===== src/rtl/arm_banked_regfile.sv =====
// rtl/arm_banked_regfile.sv - ARMv4T banked GPR/CPSR/SPSR file with exception entry (optional ARM_REGFILE_BYPASS_EN)
module arm_banked_regfile #(
  parameter int          DATA_W     = 32,
  parameter logic [4:0]  RESET_MODE = 5'b10011,
  parameter logic [31:0] RESET_PC   = 32'h0
) (
  input  logic              clock,
  input  logic              reset,
  input  logic [3:0]        rd_addr_a,
  input  logic [3:0]        rd_addr_b,
  input  logic [3:0]        rd_addr_c,
  output logic [DATA_W-1:0] rd_data_a,
  output logic [DATA_W-1:0] rd_data_b,
  output logic [DATA_W-1:0] rd_data_c,
  input  logic              rd_user,
  input  logic              wr_en,
  input  logic [3:0]        wr_addr,
  input  logic [DATA_W-1:0] wr_data,
  input  logic              wr_user,
  output logic [DATA_W-1:0] pc_out,
  output logic [31:0]       cpsr_out,
  input  logic              cpsr_wr_en,
  input  logic              spsr_wr_en,
  input  logic [31:0]       psr_wr_data,
  input  logic [3:0]        psr_wr_mask,
  output logic [31:0]       spsr_out,
  input  logic              exc_req,
  input  logic [4:0]        exc_mode,
  input  logic [DATA_W-1:0] exc_lr,
  output logic              exc_ack
);

  localparam logic [4:0] M_USR = 5'b10000;
  localparam logic [4:0] M_FIQ = 5'b10001;
  localparam logic [4:0] M_IRQ = 5'b10010;
  localparam logic [4:0] M_SVC = 5'b10011;
  localparam logic [4:0] M_ABT = 5'b10111;
  localparam logic [4:0] M_UND = 5'b11011;
  localparam logic [4:0] M_SYS = 5'b11111;

  // Physical map: 0-7 shared, 8-14 USR R8-R14, 15-21 FIQ R8-R14,
  // 22/23 IRQ, 24/25 SVC, 26/27 ABT, 28/29 UND R13/R14, 30 = R15.
  logic [DATA_W-1:0] gpr [0:30];
  logic [31:0]       cpsr;
  logic [31:0]       spsr [0:4];

  function automatic logic is_exc_mode(input logic [4:0] m);
    return (m == M_FIQ) || (m == M_IRQ) || (m == M_SVC) || (m == M_ABT) || (m == M_UND);
  endfunction

  function automatic logic is_valid_mode(input logic [4:0] m);
    return is_exc_mode(m) || (m == M_USR) || (m == M_SYS);
  endfunction

  function automatic logic [2:0] spsr_sel(input logic [4:0] m);
    logic [2:0] s;
    case (m)
      M_FIQ:   s = 3'd0;
      M_IRQ:   s = 3'd1;
      M_SVC:   s = 3'd2;
      M_ABT:   s = 3'd3;
      default: s = 3'd4;
    endcase
    return s;
  endfunction

  function automatic logic [4:0] phys_idx(input logic [4:0] mode, input logic [3:0] a,
                                          input logic usr);
    logic [4:0] m;
    logic [4:0] idx;
    m = usr ? M_USR : mode;
    if (a < 4'd8)            idx = {1'b0, a};
    else if (a == 4'd15)     idx = 5'd30;
    else if (m == M_FIQ)     idx = {1'b0, a} + 5'd7;
    else if (a < 4'd13)      idx = {1'b0, a};
    else begin
      case (m)
        M_IRQ:   idx = 5'd22;
        M_SVC:   idx = 5'd24;
        M_ABT:   idx = 5'd26;
        M_UND:   idx = 5'd28;
        default: idx = 5'd13;
      endcase
      if (a == 4'd14) idx = idx + 5'd1;
    end
    return idx;
  endfunction

  logic [4:0]  cur_mode;
  logic        cur_priv;
  logic        cur_has_spsr;
  logic [2:0]  cur_spsr;
  logic        exc_take;
  logic [4:0]  exc_r14;
  logic [4:0]  wr_idx;
  logic [4:0]  idx_a, idx_b, idx_c;
  logic [31:0] cpsr_msr, spsr_msr, cpsr_exc;

  assign cur_mode     = cpsr[4:0];
  assign cur_priv     = is_valid_mode(cur_mode) && (cur_mode != M_USR);
  assign cur_has_spsr = is_exc_mode(cur_mode);
  assign cur_spsr     = spsr_sel(cur_mode);
  assign exc_take     = exc_req && is_exc_mode(exc_mode);
  assign exc_r14      = phys_idx(exc_mode, 4'd14, 1'b0);
  assign wr_idx       = phys_idx(cur_mode, wr_addr, wr_user);
  assign idx_a        = phys_idx(cur_mode, rd_addr_a, rd_user);
  assign idx_b        = phys_idx(cur_mode, rd_addr_b, rd_user);
  assign idx_c        = phys_idx(cur_mode, rd_addr_c, rd_user);

  function automatic logic [DATA_W-1:0] rd_val(input logic [4:0] idx);
`ifdef ARM_REGFILE_BYPASS_EN
    if (exc_take && idx == exc_r14)  return exc_lr;
    else if (wr_en && idx == wr_idx) return wr_data;
    else                             return gpr[idx];
`else
    return gpr[idx];
`endif
  endfunction

  assign rd_data_a = rd_val(idx_a);
  assign rd_data_b = rd_val(idx_b);
  assign rd_data_c = rd_val(idx_c);
  assign pc_out    = gpr[30];
  assign cpsr_out  = cpsr;
  assign spsr_out  = cur_has_spsr ? spsr[cur_spsr] : 32'h0;

  // MSR and exception-entry next values for the PSRs
  always_comb begin
    cpsr_msr = cpsr;
    if (psr_wr_mask[3]) cpsr_msr[31:24] = psr_wr_data[31:24];
    if (psr_wr_mask[0] && cur_priv) begin
      cpsr_msr[7:5] = psr_wr_data[7:5];
      if (is_valid_mode(psr_wr_data[4:0])) cpsr_msr[4:0] = psr_wr_data[4:0];
    end
    spsr_msr = spsr[cur_spsr];
    if (psr_wr_mask[3]) spsr_msr[31:24] = psr_wr_data[31:24];
    if (psr_wr_mask[0]) spsr_msr[7:0]   = psr_wr_data[7:0];
    cpsr_exc = {cpsr[31:8], 1'b1, (exc_mode == M_FIQ) ? 1'b1 : cpsr[6], 1'b0, exc_mode};
  end

  // GPR writes; exception link write is last so it wins a same-register collision
  always_ff @(posedge clock or posedge reset) begin
    if (reset) begin
      for (int i = 0; i < 31; i++) gpr[i] <= '0;
      gpr[30] <= DATA_W'(RESET_PC);
    end else begin
      if (wr_en)    gpr[wr_idx]  <= wr_data;
      if (exc_take) gpr[exc_r14] <= exc_lr;
    end
  end

  // CPSR/SPSR update; exception entry pre-empts MSR on the same edge
  always_ff @(posedge clock or posedge reset) begin
    if (reset) begin
      cpsr <= {24'h0, 1'b1, 1'b1, 1'b0, RESET_MODE};
      for (int i = 0; i < 5; i++) spsr[i] <= '0;
    end else if (exc_take) begin
      cpsr                <= cpsr_exc;
      spsr[spsr_sel(exc_mode)] <= cpsr;
    end else begin
      if (cpsr_wr_en)                 cpsr           <= cpsr_msr;
      if (spsr_wr_en && cur_has_spsr) spsr[cur_spsr] <= spsr_msr;
    end
  end

  // Acknowledge pulse one cycle after each accepted entry
  always_ff @(posedge clock or posedge reset) begin
    if (reset) exc_ack <= 1'b0;
    else       exc_ack <= exc_take;
  end

  logic unused_bits;
  assign unused_bits = &{1'b0, psr_wr_mask[2:1], psr_wr_data[23:8]};

endmodule


===== config.mk =====
export PLATFORM = sky130hd
export DESIGN_NAME = arm_banked_regfile
export DESIGN_NICKNAME = d
export VERILOG_FILES = /design/src/rtl/arm_banked_regfile.sv
export SDC_FILE = /design/constraint.sdc
export NUM_CORES = 2
export LEC_CHECK = 0
export CORE_MARGIN = 2
export CORE_UTILIZATION = 50
export CTS_BUF_LIST = sky130_fd_sc_hd__clkbuf_2 sky130_fd_sc_hd__clkbuf_4 sky130_fd_sc_hd__clkbuf_8
export CTS_CLUSTER_DIAMETER = 120
export DETAILED_ROUTE_END_ITERATION = 10
export PLACE_DENSITY = 0.68
export SYNTH_ARGS = -nofsm -noshare
export SYNTH_HDL_FRONTEND = slang
export SYNTH_SLANG_ARGS = --single-unit

===== constraint.sdc =====
create_clock -name clock -period 45.7 [get_ports clock]
set_clock_uncertainty 0.2 [all_clocks]
set_input_delay 9.14 -clock clock [delete_from_list [all_inputs] [get_ports clock]]
set_output_delay 9.14 -clock clock [all_outputs]
set_load 0.01 [all_outputs]

==> impl_metrics.yaml <==
synth:
  yosysWarningCount: 0
  synth_flop_cell: "dfrtp_1"
  postSynthCellCount: 7959
  synth_area_um2: 73900
  synth-seq-area-share_pct: 39.6
  synth.distinct_cells: 82
  async_reset_ff_share_pct: 100
  ys_ff_latch: 1169
  synth_edf_count: 0
  postSynthAreaPerCell_um2: 9.29
floorplan:
  core.rowCount: 141
  coreArea_um2: 147000
  die_height_um: 389
  start_util_pct: 50.2
  die_w_um: 389
  boundaryPins: 322
  dieArea_um2: 151000
timing:
  fmax_mhz: 38.5
  rsz0062_at_grt: "false"
  setup_violations: 0
  finalHoldViolCount: 0
  tns_ns: 0
  worst_pin_slew_ns: 1.34
  fin_crit_sh_pct: 56.8
  relSlewSlack_pct: 10.3
  drv_slew: 0
  layout_min_cycle_time_ns: 25.96
layout:
  syn2layout_area_growth_pct: 10.9
  stdcell_count: 9893
  final_nets: 7917
  layout-drive-gt1-share_pct: 18.2
  final_util_pct: 55.7
critical_path:
  cp.arrival_ns: 16.62
  crit_top_cell: "buf_4"
  crit_buf_inv: 6
  slowest_delay_ns: 0.95
  path_class: "primary input to output pin"
  worst_setup_path_start_kind: "primary input"
  critPathMaxFanout: 149
  worstPathRequired_ns: 36.36
  slowest_stage: "buf_4"
  endpoint_kind: "output pin"
  crit_chain: "clkdlybuf4s50_1, nor3b_1, buf_4, nand2_1, o221ai_1, and3_4, buf_4, buf_12, buf_4, mux2i_1, o22ai_1, nor4_1, o21ai_1, clkdlybuf4s50_1"
  critical_path.top_delay_family: "buffers and inverters"
clock_network:
  ctsLongestPathBuffers: 3
  cts_sinks: 1169
  clk_latency_ns: 0.96
  postCtsSetupRepairBufs: 0
  cts_resized: 0
  hold_buffers: 0
  cts-root-buf: "clkbuf_8"
  tritoncts.num_buffers: 200
  tritoncts: "built"
  clkTransAtPathRegs_ns: 0.06
  htreeDepth: 4
grt:
  antenna_found_initial: 38
  grt_use_total_pct: 40.1
  grt_pass1_wl_um: 452000
  grt_start_max_net_pins: 162
  grt_pass1_vias: 66917
  grt_overflow: 0
routing:
  ant_nets: 0
  avgRoutedWirePerCell_um: 31.5
  route.detailed.drc: 0
  wl_um: 312000
  drt_iter0_drc: 10357
  drtPass1Iterations: 9
  vias: 70214
  vias_per_cell: 7.10
power_and_ir_drop:
  power.leakage_nw: 35.1
  power_density_nw_per_um2: 48.8
  ir_worst_vdd_mv: 0.0358
placed_design:
  dp.final_hpwl_um: 173000
  placed_cells: 9504
  io_buffer_count: 287
  place.gp.congestion: 0.940
status:
  status: "finished, final reports clean"
hold_path:
  hp-class: "flop to flop"
job:
  max-cap-violations: 0
==> synthesized netlist by cell type, types with 9 or more instances <==
cell type / count / share of area (%)
a211oi_1: 248 / 2.5
a21oi_1: 233 / 1.6
a221oi_1: 65 / 0.77
a22oi_1: 54 / 0.55
a311oi_1: 24 / 0.28
a31oi_1: 167 / 1.4
a32oi_1: 60 / 0.71
and2_1: 56 / 0.47
and3_1: 107 / 0.91
buf_1: 64 / 0.32
buf_2: 201 / 1.4
buf_4: 76 / 0.77
buf_6: 10 / 0.15
clkbuf_1: 498 / 2.5
dfrtp_1: 1164 / 39
ha_1: 12 / 0.20
inv_1: 45 / 0.23
mux2_1: 51 / 0.78
mux2_2: 796 / 12
mux2i_1: 932 / 13
nand2_1: 1370 / 7.0
nand2b_1: 18 / 0.15
nand3_1: 593 / 4.0
nand4_1: 37 / 0.31
nor2_1: 105 / 0.53
nor2b_1: 45 / 0.38
nor3_1: 75 / 0.51
nor4_1: 97 / 0.82
o211ai_1: 35 / 0.36
o21ai_0: 259 / 1.8
o21ai_1: 108 / 0.73
o221ai_1: 66 / 0.78
o22ai_1: 165 / 1.4
o311ai_0: 9 / 0.11
==> logic make-up (layout without fill, tap and decap cells) <==
logic type / Yosys count / after routing / share of synthesized area (%)
AND/OR/NAND/NOR: 2558 / 2558 / 15.8
multiplexers: 1779 / 1779 / 25.5
AO/OA/AOI/OAI: 1539 / 1539 / 13.5
flip-flops: 1169 / 1169 / 39.6
buffers and inverters: 895 / 858 / 5.37
adder cells (fa/ha/maj): 14 / 14 / 0.230
XOR/XNOR: 4 / 4 / 0.0474
other: 1 / 42 / 0.00507
==> layout make-up <==
class	instances	area (um2)
Antenna cell	26	65.1
Inverter	45	176
Clock inverter	55	529
Fill cell	12732	65300
Timing Repair Buffer	450	4160
Tap cell	1930	2410
Sequential cell	1169	29300
Multi-Input combinational cell	5910	41400
Clock buffer	308	4000
==> layer usage <==
metal / track usage [%] / share of wire (%) / vias up
li1: - / - / 28690
met1: 51.1 / 36 / 33960
met2: 55.0 / 40 / 5853
met3: 16.9 / 16 / 1667
met4: 26.8 / 7.8 / 44
met5: 1.31 / 0.17 / -
==> through the flow <==
stage	setup slack, ns	instance area, um2	hold slack [ns]	power (mW)
floorplan	3.44	74000	0.246	2.36
global placement	20.16	77400	0.258	2.83
detailed placement	20.09	77400	0.267	2.87
CTS	20.06	81900	0.280	3.94
global route	19.67	81900	0.297	4.15
finish	19.74	82000	0.276	4.00
==> report_power, final <==
group,leakage [nW],switching [mW],internal [mW]
Clock,2.42,0.474,0.608
Combinational,17.4,0.792,0.568
Sequential,15.2,0.272,1.29
==> final timing paths <==
check / startpoint / to / slack [ns] / cells past startpoint
max: rd_user / rd_data_c[13] / 19.74 / 14
min: spsr[95]$_DFFE_PP0P_ / spsr[95]$_DFFE_PP0P_ / 0.28 / 2
max reg2reg: cpsr_out[1]$_DFFE_PP1P_ / gpr[249]$_DFF_PP0_ / 40.54 / 10
min reg2reg: spsr[95]$_DFFE_PP0P_ / spsr[95]$_DFFE_PP0P_ / 0.28 / 2
max in group asynchronous: reset / gpr[776]$_DFF_PP0_ / 32.50 / 6
min in group asynchronous: reset / cpsr_out[5]$_DFFE_PP0P_ / 8.48 / 2
==> layout by cell type, fill, tap and decap left out, types with 12 or more instances in the layout <==
master	instances
buf_4	158
ha_1	12
a221oi_1	65
nor2_4	14
a31oi_1	162
nand2b_1	16
nor3_1	72
o221ai_1	66
mux2i_1	932
and3_1	105
o211ai_1	35
nor2_1	92
a22oi_1	54
clkdlybuf4s50_1	287
a21oi_1	230
nand3_1	582
diode_2	26
a311oi_1	24
conb_1	16
inv_1	44
nor2b_1	42
o21ai_1	105
a211oi_1	248
nor4_1	96
dfrtp_1	1163
o22ai_1	164
a32oi_1	60
mux2_2	796
mux2_1	51
nand2_1	1350
clkbuf_8	270
o21ai_0	259
clkbuf_4	38
clkinv_2	38
and2_1	51
nand4_1	37
==> tightest hold or removal path, stage by stage (launching register included) <==
cell and delay (ns):
dfrtp_1 0.34, nand2_1 0.04, o21ai_0 0.06
==> state kept, by name, summed over array words and instances (netlist names) <==
name	flops
gpr	960
pc_out	32
exc_ack	1
spsr	160
cpsr_out	16
(Power assumes the default switching activity.)
